**src/rtl/sprite_pkg.sv**
```systemverilog
// Shared types for the sprite command FIFO: default field widths, the record
// layout, the record byte-count helper and the assembler state encoding.
package sprite_pkg;

  localparam int ID_W_DEFAULT    = 8;
  localparam int X_W_DEFAULT     = 16;
  localparam int Y_W_DEFAULT     = 16;
  localparam int SCALE_W_DEFAULT = 8;

  // Default-width record layout; id occupies the MSBs, matching wire order.
  typedef struct packed {
    logic [ID_W_DEFAULT-1:0]    id;
    logic [X_W_DEFAULT-1:0]     x;
    logic [Y_W_DEFAULT-1:0]     y;
    logic [SCALE_W_DEFAULT-1:0] scale;
  } sprite_rec_t;

  function automatic int record_bytes(input int id_w, input int x_w,
                                      input int y_w, input int scale_w);
    return (id_w + x_w + y_w + scale_w) / 8;
  endfunction

  typedef enum logic {IDLE, COLLECT} asm_state_e;

endpackage

```
**src/rtl/sprite_rec_assembler.sv**
```systemverilog
// Collects byte-serial sprite records (MSB byte first, fields id/x/y/scale)
// and emits a single-cycle rec_valid pulse together with the full record.
module sprite_rec_assembler
  import sprite_pkg::*;
#(
  parameter int ID_W    = ID_W_DEFAULT,
  parameter int X_W     = X_W_DEFAULT,
  parameter int Y_W     = Y_W_DEFAULT,
  parameter int SCALE_W = SCALE_W_DEFAULT
) (
  input  logic                               clock,
  input  logic                               reset,
  input  logic                               flush,
  input  logic                               strobe,
  input  logic                               enable,
  input  logic [7:0]                         byte_in,
  output logic                               rec_valid,
  output logic [ID_W+X_W+Y_W+SCALE_W-1:0]    rec
);

  localparam int NB    = record_bytes(ID_W, X_W, Y_W, SCALE_W);
  localparam int REC_W = NB * 8;
  localparam int IDX_W = $clog2(NB);
  localparam logic [IDX_W-1:0] LAST_IDX = IDX_W'(NB - 1);

  asm_state_e           state_q;
  logic [IDX_W-1:0]     idx_q;
  logic [REC_W-9:0]     shreg_q;

  // The final byte is not registered: the record commits in its strobe cycle.
  assign rec_valid = (state_q == COLLECT) && strobe && enable &&
                     (idx_q == LAST_IDX) && !flush && !reset;
  assign rec       = {shreg_q, byte_in};

  always_ff @(posedge clock) begin
    if (reset || flush) begin
      state_q <= IDLE;
      idx_q   <= '0;
    end else begin
      case (state_q)
        IDLE: begin
          if (strobe && enable) begin
            state_q <= COLLECT;
            idx_q   <= IDX_W'(1);
          end
        end
        COLLECT: begin
          if (!enable || rec_valid) begin
            state_q <= IDLE;
            idx_q   <= '0;
          end else if (strobe) begin
            idx_q <= idx_q + IDX_W'(1);
          end
        end
      endcase
    end
  end

  // Older bytes fall off the top, so at commit only this record's bytes remain.
  always_ff @(posedge clock) begin
    if (strobe && enable) shreg_q <= {shreg_q[REC_W-17:0], byte_in};
  end

endmodule

```
**src/rtl/sprite_fifo.sv**
```systemverilog
// Circular FIFO of sprite records fed by the byte-serial assembler.
// Optional macro SPRITE_FIFO_DROP_CNT_EN adds a saturating drop_count output.
module sprite_fifo
  import sprite_pkg::*;
#(
  parameter int DEPTH   = 64,
  parameter int ID_W    = ID_W_DEFAULT,
  parameter int X_W     = X_W_DEFAULT,
  parameter int Y_W     = Y_W_DEFAULT,
  parameter int SCALE_W = SCALE_W_DEFAULT
) (
  input  logic                       clock,
  input  logic                       reset,
  input  logic                       data_clk,
  input  logic                       enqueue_en,
  input  logic [7:0]                 enqueue_data,
  input  logic                       flush,
  input  logic                       dequeue,
`ifdef SPRITE_FIFO_DROP_CNT_EN
  output logic [15:0]                drop_count,
`endif
  output logic                       valid,
  output logic                       is_empty,
  output logic [$clog2(DEPTH+1)-1:0] count,
  output logic                       overflow,
  output logic [ID_W-1:0]            sprite_id,
  output logic [X_W-1:0]             sprite_x,
  output logic [Y_W-1:0]             sprite_y,
  output logic [SCALE_W-1:0]         sprite_scale
);

  localparam int REC_W = ID_W + X_W + Y_W + SCALE_W;
  localparam int PTR_W = $clog2(DEPTH);
  localparam int CNT_W = $clog2(DEPTH + 1);
  localparam logic [CNT_W-1:0] FULL_CNT = CNT_W'(DEPTH);

  typedef struct packed {
    logic [ID_W-1:0]    id;
    logic [X_W-1:0]     x;
    logic [Y_W-1:0]     y;
    logic [SCALE_W-1:0] scale;
  } rec_t;

  logic             data_clk_q;
  logic             strobe;
  logic             rec_valid;
  logic [REC_W-1:0] rec;
  logic [REC_W-1:0] mem [DEPTH];

  logic [PTR_W-1:0] wr_ptr_q, wr_ptr_d, rd_ptr_q, rd_ptr_d;
  logic [CNT_W-1:0] count_q, count_d;
  logic             do_write, do_pop, drop;
  rec_t             head;

  assign strobe = data_clk & ~data_clk_q;

  sprite_rec_assembler #(
    .ID_W    (ID_W),
    .X_W     (X_W),
    .Y_W     (Y_W),
    .SCALE_W (SCALE_W)
  ) u_asm (
    .clock     (clock),
    .reset     (reset),
    .flush     (flush),
    .strobe    (strobe),
    .enable    (enqueue_en),
    .byte_in   (enqueue_data),
    .rec_valid (rec_valid),
    .rec       (rec)
  );

  always_ff @(posedge clock) begin
    if (reset) data_clk_q <= 1'b1;
    else       data_clk_q <= data_clk;
  end

  // Fullness uses the pre-cycle count: a same-cycle pop never makes room.
  assign do_write = rec_valid && (count_q != FULL_CNT) && !flush;
  assign drop     = rec_valid && (count_q == FULL_CNT) && !flush;
  assign do_pop   = dequeue && (count_q != '0) && !flush;

  always_comb begin
    wr_ptr_d = wr_ptr_q;
    rd_ptr_d = rd_ptr_q;
    count_d  = count_q;
    if (flush) begin
      wr_ptr_d = '0;
      rd_ptr_d = '0;
      count_d  = '0;
    end else begin
      if (do_write) wr_ptr_d = wr_ptr_q + PTR_W'(1);
      if (do_pop)   rd_ptr_d = rd_ptr_q + PTR_W'(1);
      count_d = count_q + CNT_W'(do_write) - CNT_W'(do_pop);
    end
  end

  always_ff @(posedge clock) begin
    if (reset) begin
      wr_ptr_q <= '0;
      rd_ptr_q <= '0;
      count_q  <= '0;
    end else begin
      wr_ptr_q <= wr_ptr_d;
      rd_ptr_q <= rd_ptr_d;
      count_q  <= count_d;
    end
  end

  always_ff @(posedge clock) begin
    if (do_write && !reset) mem[wr_ptr_q] <= rec;
  end

`ifdef SPRITE_FIFO_DROP_CNT_EN
  logic [15:0] drop_cnt_q, drop_cnt_d;

  always_comb begin
    drop_cnt_d = drop_cnt_q;
    if (flush)                               drop_cnt_d = '0;
    else if (drop && drop_cnt_q != 16'hFFFF) drop_cnt_d = drop_cnt_q + 16'd1;
  end

  always_ff @(posedge clock) begin
    if (reset) drop_cnt_q <= '0;
    else       drop_cnt_q <= drop_cnt_d;
  end

  assign drop_count = drop_cnt_q;
  assign overflow   = (drop_cnt_q != '0);
`else
  logic overflow_q, overflow_d;

  always_comb begin
    overflow_d = overflow_q | drop;
    if (flush) overflow_d = 1'b0;
  end

  always_ff @(posedge clock) begin
    if (reset) overflow_q <= 1'b0;
    else       overflow_q <= overflow_d;
  end

  assign overflow = overflow_q;
`endif

  // Head is a combinational read, masked to zero while empty.
  assign head         = rec_t'(mem[rd_ptr_q]);
  assign valid        = (count_q != '0);
  assign is_empty     = ~valid;
  assign count        = count_q;
  assign sprite_id    = valid ? head.id    : '0;
  assign sprite_x     = valid ? head.x     : '0;
  assign sprite_y     = valid ? head.y     : '0;
  assign sprite_scale = valid ? head.scale : '0;

endmodule

```
**config.mk**
```make
export PLATFORM = sky130hd
export DESIGN_NAME = sprite_fifo
export DESIGN_NICKNAME = d
export VERILOG_FILES = /design/src/rtl/sprite_pkg.sv /design/src/rtl/sprite_rec_assembler.sv /design/src/rtl/sprite_fifo.sv
export SDC_FILE = /design/constraint.sdc
export NUM_CORES = 2
export LEC_CHECK = 0
export BUFFER_PORTS_ARGS = -buffer_cell sky130_fd_sc_hd__buf_4
export CORE_MARGIN = 2
export CORE_UTILIZATION = 45
export DETAILED_ROUTE_END_ITERATION = 16
export HOLD_SLACK_MARGIN = 0.15
export PLACE_DENSITY = 0.58
export SYNTH_ARGS = -nofsm -noshare
export SYNTH_HDL_FRONTEND = slang
export SYNTH_HIERARCHICAL = 1
export SYNTH_SLANG_ARGS = --single-unit
```
**constraint.sdc**
```tcl
create_clock -name clock -period 9.46 [get_ports clock]
set_clock_uncertainty 0.1 [all_clocks]
set_input_delay 0.946 -clock clock [delete_from_list [all_inputs] [get_ports clock]]
set_output_delay 0.946 -clock clock [all_outputs]
set_load 0.03 [all_outputs]
```
* After elaboration in Yosys (flattened, before gate mapping) *
Memory sizes are Yosys's and may differ from the RTL's. A register that Yosys moved wholly into a read port is not among the register bits.
Index checks and enable logic that the tools add are counted.

word-level totals
  word-level logic and storage cells = 60
  memories = 1
  register bits after elaboration = 65
  bits in writable memories = 3,072

memory list
  memory  depth  width  rd ports  clocked after Yosys merged registers in  wr ports  line               RTL
  mem     64     48     1         1                                        1         sprite_fifo.sv:48  logic [REC_W-1:0] mem [DEPTH];

operators by class
  mux-type cells = 15
  reduce and logical (&&, ||, !) cells = 21
  add/subtract/negate cells = 5
  equality and inequality tests = 5
  bitwise operators = 5

operators by type and width
  cell                                                   number
  2-to-1 mux 16 bit                                      2
  2-to-1 mux 8 bit                                       2
  logical AND 1 bit                                      13
  adder 6 x 1 -> 6 bit, second input constant            2
  2-to-1 mux 6 bit                                       2
  2-to-1 mux 3 bit                                       3
  adder 7 x 1 -> 7 bit                                   1
  == test 7 bit, second input constant                   1
  inequality test 7 bit, second input constant           1
  nonzero test 7 bit                                     1
  subtractor 7 x 1 -> 7 bit                              1
  case mux 3 bit (2 select lines)                        1
  2-to-1 mux 1 bit                                       4
  adder 3 x 1 -> 3 bit, second input constant            1
  == test 3 bit, second input constant                   1
  zero test 1 bit                                        3
  inequality test 3 x 2 -> 1 bit, second input constant  1
  inverter 1 bit                                         3
  logical OR 1 bit                                       2
  inequality test 2 x 1 -> 1 bit, second input constant  1
  case mux 1 bit (2 select lines)                        1
  AND reduction 2 bit                                    1
  OR reduction 2 bit                                     1
  bitwise AND 1 bit                                      1
  OR 1 bit                                               1

* Depth between registers and ports, before layout *
  depth in word-level cells = 12
  depth in mapped cells = 18
  depth with buffers taken out = 18

* By module *
Netlist, hierarchy kept.

modules (own cells, without submodules)
  module                cells each  area each (µm²)  times used
  sprite_fifo           4,980       118,471.1        1
  sprite_rec_assembler  78          1,516.5          1

* Least setup slack after synthesis *
OpenSTA, ideal clock, no wires.

  path kind = input -> register
  from = in data_clk
  to = mem mem[63][0] in the netlist's numbering, enable pin
  stages = 7
  path slack = 3,377 ps
  arrival = 5,469 ps
  library setup time = 513 ps
  path through = nor2b_1 nand2_2 nor4_1 o21ai_1 nor2_1 nand2_1 nor3_1

on the way
  word-level cells in the longest chain between the ends = 11

RTL lines
  item                                    line                        RTL
  start: declaration                      sprite_fifo.sv:14           input logic data_clk,
  bitwise AND 1 bit                       sprite_fifo.sv:55           assign strobe = data_clk & ~data_clk_q;
  logical AND 1 bit (3 in a row)          sprite_rec_assembler.sv:31  assign rec_valid = (state_q == COLLECT) && strobe && enable &&
  logical AND 1 bit (2 in a row)          sprite_rec_assembler.sv:32  (idx_q == LAST_IDX) && !flush && !reset;
  net rec_valid                           sprite_fifo.sv:46           logic rec_valid;
  logical AND 1 bit (2 in a row)          sprite_fifo.sv:79           assign do_write = rec_valid && (count_q != FULL_CNT) && !flush;
  logical AND 1 bit                       sprite_fifo.sv:111          if (do_write && !reset) mem[wr_ptr_q] <= rec;
  2-to-1 mux 1 bit                        sprite_fifo.sv:111
  2-to-1 mux 1 bit (implied by the code)  sprite_fifo.sv:111
  end: declaration                        sprite_fifo.sv:48

The timed path passes the listed nets, and every way through them passes these cells.

==> results.json <==
{
  "final_cell_mix": "3112 x edfxtp_1, 844 x mux4_2, 341 x clkbuf_16",
  "cts_buffers": 337,
  "final_cell_count_no_fill": 9158,
  "ant_nets": 0,
  "finalHoldViolCount": 0,
  "grt_pass1_vias": 56700,
  "drv_cap": 0,
  "hold_class": "input port to flip-flop",
  "setup_viol": 0,
  "setup_ws_ps": 3050,
  "cts-resized-gates": 0,
  "dp.cells": 8563,
  "dieHeight_um": 520,
  "antenna_found_initial": 21,
  "p_per_area_mw_per_mm2": 230,
  "yosysTopAreaCellShare_pct": 77.9,
  "drt_iter0_markers": 7966,
  "clkLatencyLatePin_ps": 970,
  "synth_cell_types": 59,
  "maxSlewHeadroom_pct": 7.73,
  "initial_core_util_pct": 45.3,
  "synth-seq-area-share_pct": 78.4,
  "die_area_sq_mm": 0.271,
  "period_share_pct": 67.8,
  "tns_ps": 0,
  "required_ps": 8410,
  "cts_tree": "done",
  "die_w_um": 520,
  "synthTopCellsByArea": "edfxtp_1 78%, mux4_2 16%, mux2i_1 1.1%",
  "syn_area_sq_mm": 0.120,
  "synth.net_count": 5086,
  "via_per_inst": 6.20,
  "grt_usage_pct": 24.5,
  "clk_path_buf_depth": 4,
  "critPathCaptureType": "primary output",
  "place_ws_ps": 3800,
  "fin_crit_ps": 6410,
  "cts.sinks": 3143,
  "wl_per_cell_um": 36.2,
  "numPortBuffers": 71,
  "rows": 189,
  "drt-total-wl_um": 331000,
  "final_nets": 5401,
  "startpoint_type": "flip-flop",
  "leakage_nw": 40.6,
  "pin_count": 72,
  "async_reset_ff_share_pct": 0,
  "crit_fanout": 77,
  "grt_max_degree": 115,
  "drtPass1Iterations": 5,
  "core_area_sq_mm": 0.265,
  "worst_slew_pin_slew_ps": 1380,
  "htreeDepth": 5,
  "cts_root_buf": "clkbuf_16",
  "slew_violations": 0,
  "fin_util_pct": 51.4,
  "p_total_mw": 31.4,
  "synth_edf_count": 3112,
  "overflow": 0,
  "status": "finished clean",
  "num_vias": 56800,
  "fin_area_sq_mm": 0.136,
  "place.gp.congestion": 0.812,
  "ys.flop_type": "edfxtp_1",
  "area_growth_pct": 13.5,
  "ir_drop_uv": 209,
  "synth_cells": 5058,
  "yosysWarnings": 6,
  "yosys.area.top_type": "edfxtp_1",
  "fin_hold_ws_ps": 275,
  "drc_errors": 0,
  "multi_input_area_sq_mm": 0.0248,
  "critPathKind": "flip-flop to primary output",
  "fmaxAchievable_mhz": 156,
  "hpwl_um": 183000,
  "path_clk_slew_ps": 60,
  "ff_latch_area_sq_mm": 0.0941,
  "fillers": 20400,
  "synth_area_per_cell_sq_um": 23.7,
  "ys_ff_latch": 3143,
  "placed_cell_area_sq_mm": 0.126,
  "ctsHoldBuffers": 4,
  "grt_pass1_wl_um": 461000,
  "drive_above_1_share_pct": 29.4,
  "rsz0062_at_grt": "no",
  "cts_post_setup_buffers_inserted": 0,
  "final_common_cell": "edfxtp_1",
  "crit_arrival_ps": 5370
}
==> final timing paths <==
| check | startpoint | end | slack (ps) | depth (start not counted) |
|---|---|---|---|---|
| worst max-delay path | flip-flop | sprite_y[13] | 3050 | 8 |
| worst min-delay path | flush | u_asm/idx_q[0]$_SDFFE_PP0P_ | 280 | 3 |
| worst max register to register | u_asm/idx_q[0]$_SDFFE_PP0P_ | mem[62][4]$_DFFE_PP_ | 4410 | 9 |
| worst min register to register | u_asm/shreg_q[21]$_DFFE_PP_ | u_asm/shreg_q[29]$_DFFE_PP_ | 360 | 0 |
==> cell families (layout without fill, tap and decap cells) <==
group	Yosys count	in the layout	synth area share, %
muxes	995	995	17.1
other	0	3	0
and+or+nand+nor	303	303	1.20
adders and majority gates	14	14	0.152
buffers and inverters	298	862	1.36
DFF	3143	3143	78.4
xor gates and xnor gates	14	14	0.102
AOI/OAI and AO/OA	291	291	1.66
==> cell type report <==
| class | instances | area share, % |
|---|---|---|
| antenna | 3 | 0.00551 |
| clock buffer | 421 | 6.49 |
| clock inverter | 167 | 1.26 |
| inverter | 20 | 0.0588 |
| multi-input combinational | 1617 | 18.2 |
| sequential | 3143 | 69.1 |
| tap | 3533 | 3.25 |
| timing repair buffer | 254 | 1.65 |
==> power by group <==
group	switching [mW]	internal (mW)
registers	0.0322	15.2
clock network	5.26	7.53
logic	2.05	1.32
total	7.35	24.0
==> synthesized netlist by cell type (3+ instances only) <==
| cell | n |
|---|---|
| edfxtp_1 | 3112 |
| mux4_2 | 844 |
| mux2i_1 | 130 |
| nor2_1 | 113 |
| buf_2 | 99 |
| a22oi_1 | 74 |
| buf_4 | 70 |
| clkbuf_1 | 64 |
| a21oi_1 | 62 |
| nand2_1 | 58 |
| nor2b_1 | 42 |
| a211oi_1 | 41 |
| nand3_1 | 33 |
| dfxtp_1 | 31 |
| buf_1 | 27 |
| o21ai_0 | 25 |
| mux2_2 | 21 |
| o22ai_1 | 18 |
| buf_6 | 17 |
| inv_1 | 17 |
| a22o_1 | 13 |
| ha_1 | 13 |
| a221o_1 | 12 |
| nand2b_1 | 11 |
| xor2_1 | 11 |
| a31oi_1 | 10 |
| nor3_1 | 8 |
| nand4_1 | 7 |
| o21ai_1 | 7 |
| a221oi_1 | 6 |
| and2_1 | 5 |
| o211ai_1 | 5 |
| or2_2 | 4 |
| a211o_1 | 3 |
| and3_1 | 3 |
| inv_2 | 3 |
| nand3b_1 | 3 |
| nand4b_1 | 3 |
| nor4_1 | 3 |
| or3_1 | 3 |
| xnor2_1 | 3 |
==> critical path, stage by stage (launching register included) <==
cell,delay [ps]
dfxtp_4,760
buf_12,370
buf_12,550
mux4_2,600
mux2i_1,240
a21oi_1,340
a22oi_1,770
nand2_1,310
buf_4,250
==> state kept, by name (all words and copies together), names as in the netlist, named ones only <==
name and flops:
mem 3072, u_asm/shreg_q 40, count 7, rd_ptr_q 6, wr_ptr_q 6, u_asm/idx_q 3, data_clk_q 1, overflow 1
u_asm/state_q 1
==> per-layer routing <==
layer	vias to the layer above	wire, um	share of wire, %	GRT usage [%]
met4	12	7420	2.2	5.84
met1	31200	138000	42	36.4
met5	-	75	0.023	0
met3	423	30000	9.0	4.96
li1	22300	-	-	-
met2	2757	156000	47	37.7
Note: power is estimated with default switching activity, not from simulation.
